$ cat config.mk
export PLATFORM = sky130hd
export DESIGN_NAME = polar_encoder
export DESIGN_NICKNAME = d
export VERILOG_FILES = /design/src/rtl/polar_pkg.sv /design/src/rtl/polar_butterfly_stage.sv /design/src/rtl/polar_encoder.sv
export SDC_FILE = /design/constraint.sdc
export NUM_CORES = 1
export LEC_CHECK = 0
export CORE_MARGIN = 2
export CORE_UTILIZATION = 40
export CTS_BUF_LIST = sky130_fd_sc_hd__clkbuf_8 sky130_fd_sc_hd__clkbuf_16
export CTS_CLUSTER_DIAMETER = 60
export DETAILED_ROUTE_END_ITERATION = 8
export GPL_ROUTABILITY_DRIVEN = 0
export SYNTH_ARGS = -nofsm -noshare
export SYNTH_HDL_FRONTEND = slang
export SYNTH_SLANG_ARGS = --single-unit
$ cat constraint.sdc
create_clock -name clk -period 2.8 [get_ports clk]
set_input_delay 0.28 -clock clk [delete_from_list [all_inputs] [get_ports clk]]
set_output_delay 0.28 -clock clk [all_outputs]
set_load 0.02 [all_outputs]
$ cat src/rtl/polar_pkg.sv
// Shared polar-code definitions: FSM states, default code parameters and index helpers.
package polar_pkg;

  typedef enum logic [1:0] {
    IDLE,
    LOAD,
    ENCODE,
    SEND
  } state_t;

  localparam int DEFAULT_N = 8;
  localparam logic [DEFAULT_N-1:0] DEFAULT_FROZEN_MASK = 8'b0001_0111;

  function automatic int log2_ceil(input int value);
    int r;
    r = 0;
    for (int i = 0; i < 31; i++) begin
      if ((1 << i) < value) r = i + 1;
    end
    return r;
  endfunction

  function automatic int bitrev(input int value, input int nbits);
    int r;
    r = 0;
    for (int i = 0; i < 31; i++) begin
      if (i < nbits) r = (r << 1) | ((value >> i) & 1);
    end
    return r;
  endfunction

endpackage

$ cat src/rtl/polar_butterfly_stage.sv
// One stage of the polar transform: v[j] ^= v[j + 2^s] for every j with bit s of j clear.
module polar_butterfly_stage
  import polar_pkg::*;
#(
  parameter int N    = DEFAULT_N,
  parameter int LOGN = log2_ceil(N)
) (
  input  logic [N-1:0]    v,
  input  logic [LOGN-1:0] s,
  output logic [N-1:0]    v_next
);

  // Each stage is unrolled with constant indices; the runtime stage index picks one.
  always_comb begin
    v_next = v;
    for (int st = 0; st < LOGN; st++) begin
      if (s == LOGN'(st)) begin
        for (int j = 0; j < N; j++) begin
          if ((((j >> st) & 1) == 0) && ((j + (1 << st)) < N)) begin
            v_next[j] = v[j] ^ v[j + (1 << st)];
          end
        end
      end
    end
  end

endmodule

$ cat src/rtl/polar_encoder.sv
// Sequential polar encoder: serial info bits in, one butterfly stage per clock, serial codeword out.
// Define POLAR_ENC_BITREV_EN to emit the codeword in bit-reversed order.
module polar_encoder
  import polar_pkg::*;
#(
  parameter int           N           = DEFAULT_N,
  parameter logic [N-1:0] FROZEN_MASK = DEFAULT_FROZEN_MASK
) (
  input  logic clk,
  input  logic rst,
  input  logic in_valid,
  output logic in_ready,
  input  logic in_bit,
  output logic out_valid,
  input  logic out_ready,
  output logic out_bit,
  output logic out_last,
  output logic busy
);

  localparam int LOGN = log2_ceil(N);
  localparam int K    = N - $countones(FROZEN_MASK);
  localparam int CW   = LOGN + 1;

  generate
    if (N < 2 || N > 1024 || (1 << LOGN) != N) begin : g_bad_n
      $error("polar_encoder: N must be a power of two in 2..1024");
    end
    if (K < 1) begin : g_bad_k
      $error("polar_encoder: FROZEN_MASK leaves no information positions");
    end
  endgenerate

  state_t          state, next_state;
  logic [N-1:0]    v, v_next;
  logic [CW-1:0]   cnt;
  logic [LOGN-1:0] stage, beat, wr_idx, rd_idx;

  polar_butterfly_stage #(.N(N), .LOGN(LOGN)) u_stage (
    .v      (v),
    .s      (stage),
    .v_next (v_next)
  );

  // The cnt-th unfrozen position, scanning upward from index 0.
  always_comb begin
    int seen;
    seen   = 0;
    wr_idx = '0;
    for (int i = 0; i < N; i++) begin
      if (!FROZEN_MASK[i]) begin
        if (seen == int'(cnt)) wr_idx = LOGN'(i);
        seen++;
      end
    end
  end

`ifdef POLAR_ENC_BITREV_EN
  assign rd_idx = LOGN'(bitrev(int'(beat), LOGN));
`else
  assign rd_idx = beat;
`endif

  always_ff @(posedge clk or posedge rst) begin
    if (rst) state <= IDLE;
    else     state <= next_state;
  end

  always_comb begin
    next_state = state;
    in_ready   = 1'b0;
    out_valid  = 1'b0;
    busy       = 1'b0;
    case (state)
      IDLE: next_state = LOAD;
      LOAD: begin
        in_ready = 1'b1;
        if (in_valid && cnt == CW'(K - 1)) next_state = ENCODE;
      end
      ENCODE: begin
        busy = 1'b1;
        if (stage == LOGN'(LOGN - 1)) next_state = SEND;
      end
      SEND: begin
        busy      = 1'b1;
        out_valid = 1'b1;
        if (out_ready && beat == LOGN'(N - 1)) next_state = LOAD;
      end
      default: next_state = IDLE;
    endcase
  end

  assign out_bit  = (state == SEND) && v[rd_idx];
  assign out_last = (state == SEND) && (beat == LOGN'(N - 1));

  // Frozen positions are never written, so they stay at the zero left by reset or frame end.
  always_ff @(posedge clk or posedge rst) begin
    if (rst) begin
      v     <= '0;
      cnt   <= '0;
      stage <= '0;
      beat  <= '0;
    end else begin
      case (state)
        LOAD: begin
          if (in_valid) begin
            v[wr_idx] <= in_bit;
            cnt       <= (cnt == CW'(K - 1)) ? '0 : cnt + CW'(1);
            stage     <= '0;
          end
        end
        ENCODE: begin
          v     <= v_next;
          stage <= stage + LOGN'(1);
          beat  <= '0;
        end
        SEND: begin
          if (out_ready) begin
            if (beat == LOGN'(N - 1)) begin
              beat <= '0;
              v    <= '0;
            end else begin
              beat <= beat + LOGN'(1);
            end
          end
        end
        default: ;
      endcase
    end
  end

endmodule

==> flow_summary.toml <==
[timing]
period_share = 0.8357
fmax_mhz = 427.3
hold_ws_ns = 0.4603
period_minus_slack_ns = 2.340
setup_viol = 0
tightest_slew_ns = 0.7911
fin_skew_ns = 0.002092
fin_setup_tns_ns = 0
maxSlewViolCount = 0
rsz0062_at_grt = "no"
max_slew_margin = 0.4720
hold_violations = 0

[logic_synthesis]
yosys.cell_types.count = 42
synth_area_leaders = "dfrtp_1, ha_1, mux2i_1"
synth_common_cells = "dfrtp_1, inv_1, ha_1"
synthesis.nets = 181
synth_edf_count = 0
syn_area_mm2 = 0.001519
yosysTopAreaCellShare = 0.3295
synth_seq_cells = 20
yosysTopAreaCell = "dfrtp_1"
yosys.cell_count.top_type = "dfrtp_1"
syn_area_per_cell_um2 = 9.435
seq_area_frac_synth = 0.3295
async_flop_share = 1.000
synthCells = 161
ys_warn_count = 0
yosys_most_used_dff = "dfrtp_1"

[status]
status = "completed"

[final_layout]
stdcell_count = 221
fillers = 353
antenna_cells = 0
fin_nets = 194
postLayoutCellArea_mm2 = 0.001730
drive_gt1_frac = 0.09249
post-route-util = 0.4727
syn_to_final_growth_pct = 13.92

[clock_network]
post_cts_buffers = 0
ctsResizeCount = 0
numCtsBuffers = 3
clkTransAtPathRegs_ns = 0.08
cts-hold-fix-buffers = 0
cts_tree = "built"
clk_latency_ns = 0.26
cts_buffer_depth = 2
cts.htree.levels = 1
root_buffer = "clkbuf_8"
clock_sinks = 20

[floorplan]
coreArea_mm2 = 0.003661
initial_core_util = 0.4149
die-area_mm2 = 0.004306
fp.dieH_um = 65.62
ios = 10
die_w_um = 65.62
rows = 22

[route]
drt-total-wl_um = 3381
avgRoutedWirePerCell_um = 15.30
final_antenna_net_count = 0
drc = 0
drt-initial-drc-count = 49
dr.pass1.iters = 4
via_per_inst = 5.674
routed-via-count = 1254

[grt]
grt_usage = 0.1812
grt_max_degree = 21
grt_overflow = 0
antenna_found_initial = 0
grt_first_pass_wirelength_um = 5947
grt_pass1_vias = 1268

[critical_path]
regToRegSetupSlack_ns = 0.70
cp_max_fo = 9
cp-end-kind = "output pin"
worstPathRequired_ns = 2.52
timing.rr.start = "beat[1]"
startpoint_type = "register"
worstRegToRegCells = 6
path_class = "reg -> out"
worst_ep_arrival_time_ns = 2.06

[power_and_ir_drop]
power.switching_uw = 927.9
seqPwrFrac = 0.275
swShare = 0.4545
power.density_mw_per_mm2 = 1180
clock_power_share = 0.111
ir_worst_vdd_v = 0.0006100
p_comb_frac = 0.614
p_leak_nw = 0.7555
internal_power_mw = 1.113

[min_path]
hold_path_class = "in -> async"

[placed_design]
place_area_mm2 = 0.001675
port-buffer-count = 9
dp.cells = 217
dp_hpwl_um = 2541

[job]
drv_cap = 0
-- how the worst max path moves through the flow --
stage	startpoint	endpoint	slack, ns	cells past startpoint
after CTS	state[0]	busy	0.47	4
after floorplan	state[1]	register	0.75	7
final	state[0]	busy	0.46	4
after detailed placement	out_ready	register	0.72	5
after global routing	state[0]	busy	0.33	4
after global placement	state[0]	busy	0.76	4
-- per-stage QoR --
stage | setup WS, ns | power, mW
4_1_cts | 0.4677 | 2.048
5_1_grt | 0.3282 | 2.238
6_report | 0.4599 | 2.041
3_3_place_gp | 0.7607 | 1.776
2_1_floorplan | 0.7484 | 1.473
3_5_place_dp | 0.7225 | 1.818
-- area by class of cell --
class,instances,area [um2],share of cell area
Inverter,16,60.06,0.03471
Multi-Input combinational cell,121,942.2,0.5445
Timing Repair Buffer,12,112.6,0.06508
Tap cell,48,60.06,0.03471
Clock buffer,4,55.05,0.03181
Sequential cell,20,500.5,0.2892
-- worst max-delay path, cell delays in order, from the launching register on --
cell and delay, ns:
dfrtp_1 0.42, ha_1 0.34, nor2_1 0.28, inv_1 0.18, clkdlybuf4s50_1 0.57
-- cell usage in the layout (no fill, tap or decap), types with 2 or more instances in the layout --
master            n
clkdlybuf4s50_1   9
nand2b_1          4
a211oi_1          2
a32o_1            2
nor3_1            5
inv_1            16
nand3b_1          3
a21oi_1           4
a31oi_1           3
nand4_1           2
o2bb2ai_1         3
ha_1             15
clkbuf_8          4
a22o_1            2
nor4_1            4
nor4b_1           2
mux2i_1           7
o22ai_1           2
mux4_2            2
mux2_2            2
o21ai_0           8
or4_1             2
and2_1            3
nor2_1            6
dfrtp_1          20
buf_4             3
nor2b_1           2
nand3_1           5
a31o_2            3
and3_1            3
nand2_1          13
-- power by group through the flow --
stage	registers, mW	clock network [mW]	logic, mW
global route	0.582	0.242	1.42
CTS	0.558	0.231	1.26
detailed placement	0.564	0	1.25
global placement	0.556	0	1.22
floorplan	0.510	0	0.963
finish	0.562	0.227	1.25
-- routing by layer --
metal / part of all wire / GRT usage / vias up / wire length, um
met5: 0 / 0 / - / 0
met4: 0.012 / 0.04688 / 0 / 40
met3: 0.036 / 0.04110 / 4 / 121
met2: 0.48 / 0.3043 / 31 / 1632
met1: 0.47 / 0.2341 / 604 / 1587
li1: - / - / 615 / -
-- logic make-up (layout without fill, tap and decap cells) --
logic type | Yosys count | count (layout) | share of synthesized area
AND/OR/NAND/NOR | 57 | 57 | 0.2067
AO/OA/AOI/OAI | 36 | 36 | 0.1878
flip-flops | 20 | 20 | 0.3295
buffers and inverters | 20 | 32 | 0.05025
adder cells (fa/ha/maj) | 15 | 15 | 0.1236
multiplexers | 11 | 11 | 0.09061
XOR/XNOR | 2 | 2 | 0.01153
Power figures use the tool's default switching activity.
